**config.mk**
```make
export PLATFORM = sky130hd
export DESIGN_NAME = reg_select_sequencer
export DESIGN_NICKNAME = d
export VERILOG_FILES = /design/src/rtl/reg_select_sequencer.sv
export SDC_FILE = /design/constraint.sdc
export NUM_CORES = 1
export LEC_CHECK = 0
export CAP_MARGIN = 20
export CORE_UTILIZATION = 40
export DETAILED_ROUTE_END_ITERATION = 8
export GPL_TIMING_DRIVEN = 0
export PLACE_DENSITY_LB_ADDON = 0.15
export SLEW_MARGIN = 20
export SYNTH_ARGS = -nofsm -noshare
export SYNTH_HDL_FRONTEND = slang
export SYNTH_SLANG_ARGS = --single-unit
```
**constraint.sdc**
```tcl
create_clock -name clk -period 3.41 [get_ports clk]
set_input_delay 0.682 -clock clk [delete_from_list [all_inputs] [get_ports clk]]
set_output_delay 0.682 -clock clk [all_outputs]
set_load 0.005 [all_outputs]
```
**src/rtl/reg_select_sequencer.sv**
```systemverilog
// Prefix/immediate sequencer owning the GSU register-file write port.
// Tracks Sreg/Dreg/B/ALT, collects IBT/IWT bytes and issues one registered write strobe per instruction.
module reg_select_sequencer #(
  parameter logic [3:0] DEFAULT_REG  = 4'd0,
  parameter bit         IBT_SIGN_EXT = 1'b1
) (
  input  logic        clk,
  input  logic        reset,
  input  logic        op_valid,
  input  logic [7:0]  opcode,
  input  logic        alu_wr,
  input  logic [15:0] alu_data,
  input  logic [15:0] rd_data,
  output logic [3:0]  rd_sel,
  output logic [3:0]  sreg,
  output logic [3:0]  dreg,
  output logic        b_flag,
  output logic [1:0]  alt,
  output logic        busy,
  output logic [15:0] z,
  output logic [3:0]  zsel,
  output logic        z_wr
);

  typedef enum logic [1:0] {
    DECODE = 2'd0,
    IMM_LO = 2'd1,
    IMM_HI = 2'd2
  } state_t;

  state_t      state_q, state_d;
  logic [3:0]  sreg_q, sreg_d;
  logic [3:0]  dreg_q, dreg_d;
  logic        b_flag_q, b_flag_d;
  logic [1:0]  alt_q, alt_d;
  logic        busy_q, busy_d;
  logic [15:0] z_q, z_d;
  logic [3:0]  zsel_q, zsel_d;
  logic        z_wr_q, z_wr_d;
  logic [3:0]  tgt_q, tgt_d;
  logic        iwt_q, iwt_d;
  logic [7:0]  low_q, low_d;
  logic        eoi;

  logic [3:0] op_hi, op_lo;
  assign op_hi = opcode[7:4];
  assign op_lo = opcode[3:0];

  always_comb begin
    state_d  = state_q;
    sreg_d   = sreg_q;
    dreg_d   = dreg_q;
    b_flag_d = b_flag_q;
    alt_d    = alt_q;
    busy_d   = busy_q;
    z_d      = z_q;
    zsel_d   = zsel_q;
    z_wr_d   = 1'b0;
    tgt_d    = tgt_q;
    iwt_d    = iwt_q;
    low_d    = low_q;
    rd_sel   = sreg_q;
    eoi      = 1'b0;

    if (op_valid) begin
      case (state_q)
        DECODE: begin
          if (opcode == 8'h3D || opcode == 8'h3E || opcode == 8'h3F) begin
            alt_d = opcode[1:0];
          end else if (op_hi == 4'h2) begin
            sreg_d   = op_lo;
            dreg_d   = op_lo;
            b_flag_d = 1'b1;
          end else if (op_hi == 4'h1) begin
            if (b_flag_q) begin
              z_d    = rd_data;
              zsel_d = op_lo;
              z_wr_d = 1'b1;
              eoi    = 1'b1;
            end else begin
              dreg_d = op_lo;
            end
          end else if (op_hi == 4'hB) begin
            if (b_flag_q) begin
              rd_sel = op_lo;
              z_d    = rd_data;
              zsel_d = dreg_q;
              z_wr_d = 1'b1;
              eoi    = 1'b1;
            end else begin
              sreg_d = op_lo;
            end
          end else if ((op_hi == 4'hA || op_hi == 4'hF) && alt_q == 2'b00) begin
            state_d = IMM_LO;
            tgt_d   = op_lo;
            iwt_d   = (op_hi == 4'hF);
            busy_d  = 1'b1;
          end else begin
            // Non-prefix opcode (including ALT-qualified A/F memory ops)
            if (alu_wr) begin
              z_d    = alu_data;
              zsel_d = dreg_q;
              z_wr_d = 1'b1;
            end
            eoi = 1'b1;
          end
        end
        IMM_LO: begin
          if (iwt_q) begin
            low_d   = opcode;
            state_d = IMM_HI;
          end else begin
            z_d     = IBT_SIGN_EXT ? {{8{opcode[7]}}, opcode} : {8'h00, opcode};
            zsel_d  = tgt_q;
            z_wr_d  = 1'b1;
            eoi     = 1'b1;
            busy_d  = 1'b0;
            state_d = DECODE;
          end
        end
        IMM_HI: begin
          z_d     = {opcode, low_q};
          zsel_d  = tgt_q;
          z_wr_d  = 1'b1;
          eoi     = 1'b1;
          busy_d  = 1'b0;
          state_d = DECODE;
        end
        default: begin
          state_d = DECODE;
          busy_d  = 1'b0;
        end
      endcase
    end

    if (eoi) begin
      sreg_d   = DEFAULT_REG;
      dreg_d   = DEFAULT_REG;
      b_flag_d = 1'b0;
      alt_d    = 2'b00;
    end
  end

  always_ff @(posedge clk or negedge reset) begin
    if (!reset) begin
      state_q  <= DECODE;
      sreg_q   <= DEFAULT_REG;
      dreg_q   <= DEFAULT_REG;
      b_flag_q <= 1'b0;
      alt_q    <= 2'b00;
      busy_q   <= 1'b0;
      z_q      <= 16'h0000;
      zsel_q   <= 4'h0;
      z_wr_q   <= 1'b0;
      tgt_q    <= 4'h0;
      iwt_q    <= 1'b0;
      low_q    <= 8'h00;
    end else begin
      state_q  <= state_d;
      sreg_q   <= sreg_d;
      dreg_q   <= dreg_d;
      b_flag_q <= b_flag_d;
      alt_q    <= alt_d;
      busy_q   <= busy_d;
      z_q      <= z_d;
      zsel_q   <= zsel_d;
      z_wr_q   <= z_wr_d;
      tgt_q    <= tgt_d;
      iwt_q    <= iwt_d;
      low_q    <= low_d;
    end
  end

  assign sreg   = sreg_q;
  assign dreg   = dreg_q;
  assign b_flag = b_flag_q;
  assign alt    = alt_q;
  assign busy   = busy_q;
  assign z      = z_q;
  assign zsel   = zsel_q;
  assign z_wr   = z_wr_q;

endmodule
```
## Yosys cells after proc, flatten, opt, wreduce, memory -nomap -nowiden

Cells that the tools add are included.

- Add/subtract/negate cells: 0
- Multipliers: 0
- Div/mod/pow operators: 0
- Magnitude comparators: 0
- Equality and inequality tests: 23
- Shift-type cells: 0
- Mux-type cells: 80
- Bitwise gates (word level): 4
- Reductions and logical operators: 23

Operators by type and width:

| operator | number |
|---|---|
| $mux 16 | 8 |
| $mux 4 | 30 |
| $pmux 16 s3 | 1 |
| $mux 1 | 26 |
| $eq 8x6->1 const B | 3 |
| $reduce_and 7->1 | 3 |
| $mux 2 | 10 |
| $ne 2x2->1 const B | 7 |
| $eq 4x4->1 const B | 3 |
| $pmux 4 s3 | 1 |
| $reduce_and 6->1 | 2 |
| $ne 3x3->1 const B | 3 |
| $reduce_and 9->1 | 1 |
| $reduce_bool 3->1 | 3 |
| $ne 4x4->1 const B | 2 |
| $reduce_bool 2->1 | 4 |
| $pmux 1 s3 | 2 |
| $reduce_and 3->1 | 2 |
| $reduce_and 5->1 | 1 |
| $eq 4x1->1 const B | 1 |
| $eq 4x2->1 const B | 1 |
| $logic_not 2->1 | 2 |
| $not 1->1 | 4 |
| $pmux 2 s2 | 1 |
| other kinds (7) | 9 |

- Register bits after elaboration: 48
- Bits in latches: 0
- RAM bits: 0
- Memory bits (read-only): 0
- Output and inout bits: 37
- Logic and storage cells: 142
- Memories: 0

## Logic depth before layout (Yosys ltp)

- Depth after elaboration: 12
- Gate-level depth with buffers: 8

## Worst setup path after synthesis

Ideal clock, no wire load.

- Path kind: input-to-output
- Start: input opcode[4]
- End: output rd_sel[0]
- Arrival: 2.118 ns
- Required time: 2.728 ns
- Setup slack: 0.610 ns
- Cell stages on the path: 5
- Path buffers: 1
- Cells stage by stage: buf_2 > or3b_1 > o21bai_2 > nor4_1 > mux2_2

- Cells in the longest elaborated chain, start to end: 7

RTL lines:

| element | RTL line | RTL |
|---|---|---|
| start, declared | 10 | `input logic [7:0] opcode,` |
| $eq 4x4->1 | 83 | `end else if (op_hi == 4'hB) begin` |
| $mux 4 | 83 |  |
| $mux 4 | 74 | `end else if (op_hi == 4'h1) begin` |
| $mux 4 | 70 | `end else if (op_hi == 4'h2) begin` |
| $mux 4 * | 68 | `if (opcode == 8'h3D \|\| opcode == 8'h3E \|\| opcode == 8'h3F) begin` |
| $mux 4 * | 66 | `case (state_q)` |
| $mux 4 * | 65 | `if (op_valid) begin` |
| end, declared | 14 | `output logic [3:0] rd_sel,` |

Mark *: on every way between the ends. The rest lies on a longest branch, timed or not.

## Final worst setup path

- Start: input opcode[5]
- End: output rd_sel[3]

Same word-level chain as after synthesis.

==> results.md <==
- Outcome: finished clean
- Worst Hold Class: input pin to asynchronous set/reset pin
- Slew margin rel.: 58.7%
- Pin count of the biggest net entering global routing: 49
- H-tree depth: 2
- R2R setup slack: 1.11 ns
- Cells after synthesis: 303
- CORE AREA: 6870 µm²
- DIE HEIGHT: 86.8 µm
- Hold-fix buffers, CTS: 0
- Critical Path RT: 2.73 ns
- Fillcell total: 647
- Die Area: 7530 µm²
- Rows: 30
- Initial antenna violation count: 0
- Routed Wire Length: 8080 µm
- Type of origin of the critical path: input pin
- Synth area leaders: dfrtp_1 (42%), mux2_2 (7.8%), mux2i_1 (5.2%)
- Most frequent cell after synthesis: dfrtp_1
- Clk_lat worst skew: 0.30 ns
- Drt initial violations: 149
- Post-Syn Area: 2880 µm²
- FF-to-FF End: z[1]$_DFFE_PN0P_
- Post-synth top cells: dfrtp_1 (48), nand2_1 (38), nor2_1 (21), mux2_2 (20), nor2b_1 (19)
- Async set-reset flop share out of synthesis: 100%
- Final Skew: 0.00494 ns
- Vias per inst: 5.48
- Gr usage total: 22.3%
- Peak VDD IR: 0.277 mV
- Max-cap violations: 0
- Yosys warns: 0
- CTS tree: done
- Via count: 2,641
- Endpoints failing setup: 0
- Cells on worst reg2reg path: 6
- Diode count: 0
- Area share of the largest cell type after synthesis: 41.8%
- Root cell of the clock tree: clkbuf_8
- Post-layout util: 57.3%
- Final GP Congestion: 0.829
- Reg2Reg Launch Point: b_flag$_DFFE_PN0P_
- Io pins: 81
- First drt pass iteration count: 4
- Cts bufs inserted: 5
- Die X: 86.8 µm
- Largest area contributor in the netlist: dfrtp_1
- PnR worst setup slack: 0.0668 ns
- Time the worst path needs with I/O delays and setup: 3.34 ns
- # port buffers: 72
- PD cells: 653 nW/µm²
- Synth Register Bits: 48
- Final-report hold violation count: 0
- CTS clock-pin slew for the worst setup and hold paths: 0.09 ns
- Layout cell share with drive strength beyond 1: 14.0%
- CTS Buffer Depth: 2
- Worst-path fanout max: 8
- CP arrival: 2.66 ns
- P&R area growth vs syn: 36.8%
- P_leak: 0.00164 µW
- Seq/Total Area, Yosys: 41.8%
- Worst-margin pin slew: 0.620 ns
- Total Nets Final: 433
- Vias in the first global route: 2,746
- Max-slew violations: 0
- DR DRC count: 0
- Antenna viol nets, final: 0
- First-pass GRT wire length: 13,100 µm
- Final Cycle Share: 98.0%
- Average wire per standard cell: 16.8 µm
- Remaining global-route overflow: 0
- Most used DFF post-synth: dfrtp_1
- Post-place setup slack: -0.381 ns
- Achievable Freq: 299 MHz
- WS Path Type: input pin to output port
- Post-synth EDFFs: 0
- Initial Util: 41.9%
- Syn nets: 351
- Count of cell types in the netlist: 40
- Post-synthesis area per instance: 9.49 µm²
- HPWL after detailed placement: 5780 µm
- Clk sinks: 48
- Setup crit end kind: output port
stage by stage:
stage / total power, µW / TNS (ns) / std cells / hold slack [ns] / cell area (µm²)
floorplan: 1490 / 0 / 303 / 0.386 / 2880
global placement: 1980 / -1.38 / 471 / 0.472 / 3720
detailed placement: 2010 / -1.50 / 471 / 0.485 / 3710
CTS: 2570 / 0 / 479 / 0.408 / 3900
global route: 2740 / -0.00209 / 482 / 0.433 / 3930
finish: 2570 / 0 / 482 / 0.385 / 3930
layout by cell type, fill, tap and decap left out, types with 13 or more instances in the layout:
| cell | n |
|---|---|
| nor2b_1 | 19 |
| clkdlybuf4s50_1 | 71 |
| mux2_2 | 20 |
| mux2i_1 | 15 |
| a21oi_1 | 13 |
| o21ai_0 | 14 |
| clkbuf_1 | 14 |
| nand2_1 | 38 |
| nor2_1 | 21 |
| dfrtp_1 | 48 |
state kept, by name, indices dropped and copies added, names as in the netlist, 2 cells and up:
name / flops
alt: 2
dreg: 4
low_q: 8
sreg: 4
state_q: 2
tgt_q: 4
z: 16
zsel: 4
logic make-up (layout without fill, tap and decap cells):
group | count (synthesis) | in the layout | synth area share, %
and+or+nand+nor | 104 | 104 | 17.7
AOI/OAI and AO/OA | 78 | 78 | 19.7
DFF | 48 | 48 | 41.8
muxes | 36 | 36 | 13.4
buffers and inverters | 31 | 114 | 5.05
adders and majority gates | 4 | 4 | 1.74
xor gates and xnor gates | 2 | 2 | 0.609
per-layer routing:
| layer | part of all wire [%] | wire, µm | global-route usage (%) | vias up |
|---|---|---|---|---|
| li1 | - | - | - | 1272 |
| met1 | 46 | 3680 | 29.7 | 1274 |
| met2 | 48 | 3850 | 36.5 | 79 |
| met3 | 5.0 | 401 | 4.10 | 16 |
| met4 | 1.8 | 144 | 7.58 | 0 |
| met5 | 0 | 0 | 0 | - |
power breakdown:
part	internal, µW	switching [µW]	total [µW]
Clock	367	198	565
Combinational	595	523	1120
Sequential	767	121	888
Total	1730	842	2570
how the worst max path moves through the flow:
stage,start,endpoint,slack (ns)
detailed placement,opcode[5],rd_sel[3],-0.38
CTS,opcode[5],rd_sel[3],0.002
floorplan,opcode[4],rd_sel[0],0.61
global placement,opcode[5],rd_sel[1],-0.35
finish,opcode[5],rd_sel[3],0.07
global route,opcode[5],rd_sel[3],-0.002
final cells by class:
| type | count | area, µm² | share of cell area [%] |
|---|---|---|---|
| Clock inverter | 3 | 90.1 | 2.29 |
| Inverter | 3 | 11.3 | 0.286 |
| Tap cell | 96 | 120 | 3.05 |
| Timing Repair Buffer | 76 | 748 | 19.0 |
| Sequential cell | 48 | 1200 | 30.5 |
| Clock buffer | 5 | 68.8 | 1.75 |
| Buffer | 27 | 130 | 3.31 |
| Multi-Input combinational cell | 224 | 1560 | 39.8 |
worst max-delay path: stages:
cell             delay (ns)
clkdlybuf4s50_1        0.45
buf_6                  0.15
nor4b_4                0.14
nor4_4                 0.27
buf_4                  0.18
mux2_2                 0.34
clkdlybuf4s50_1        0.45
timing repair:
action                                  CTS  global route
setup buffers                             0             4
endpoints found under the hold margin     0             0
gates resized for setup                   3             2
endpoints found under the setup margin    4             4
pin swaps                                 0             1
Power figures use the tool's default switching activity.
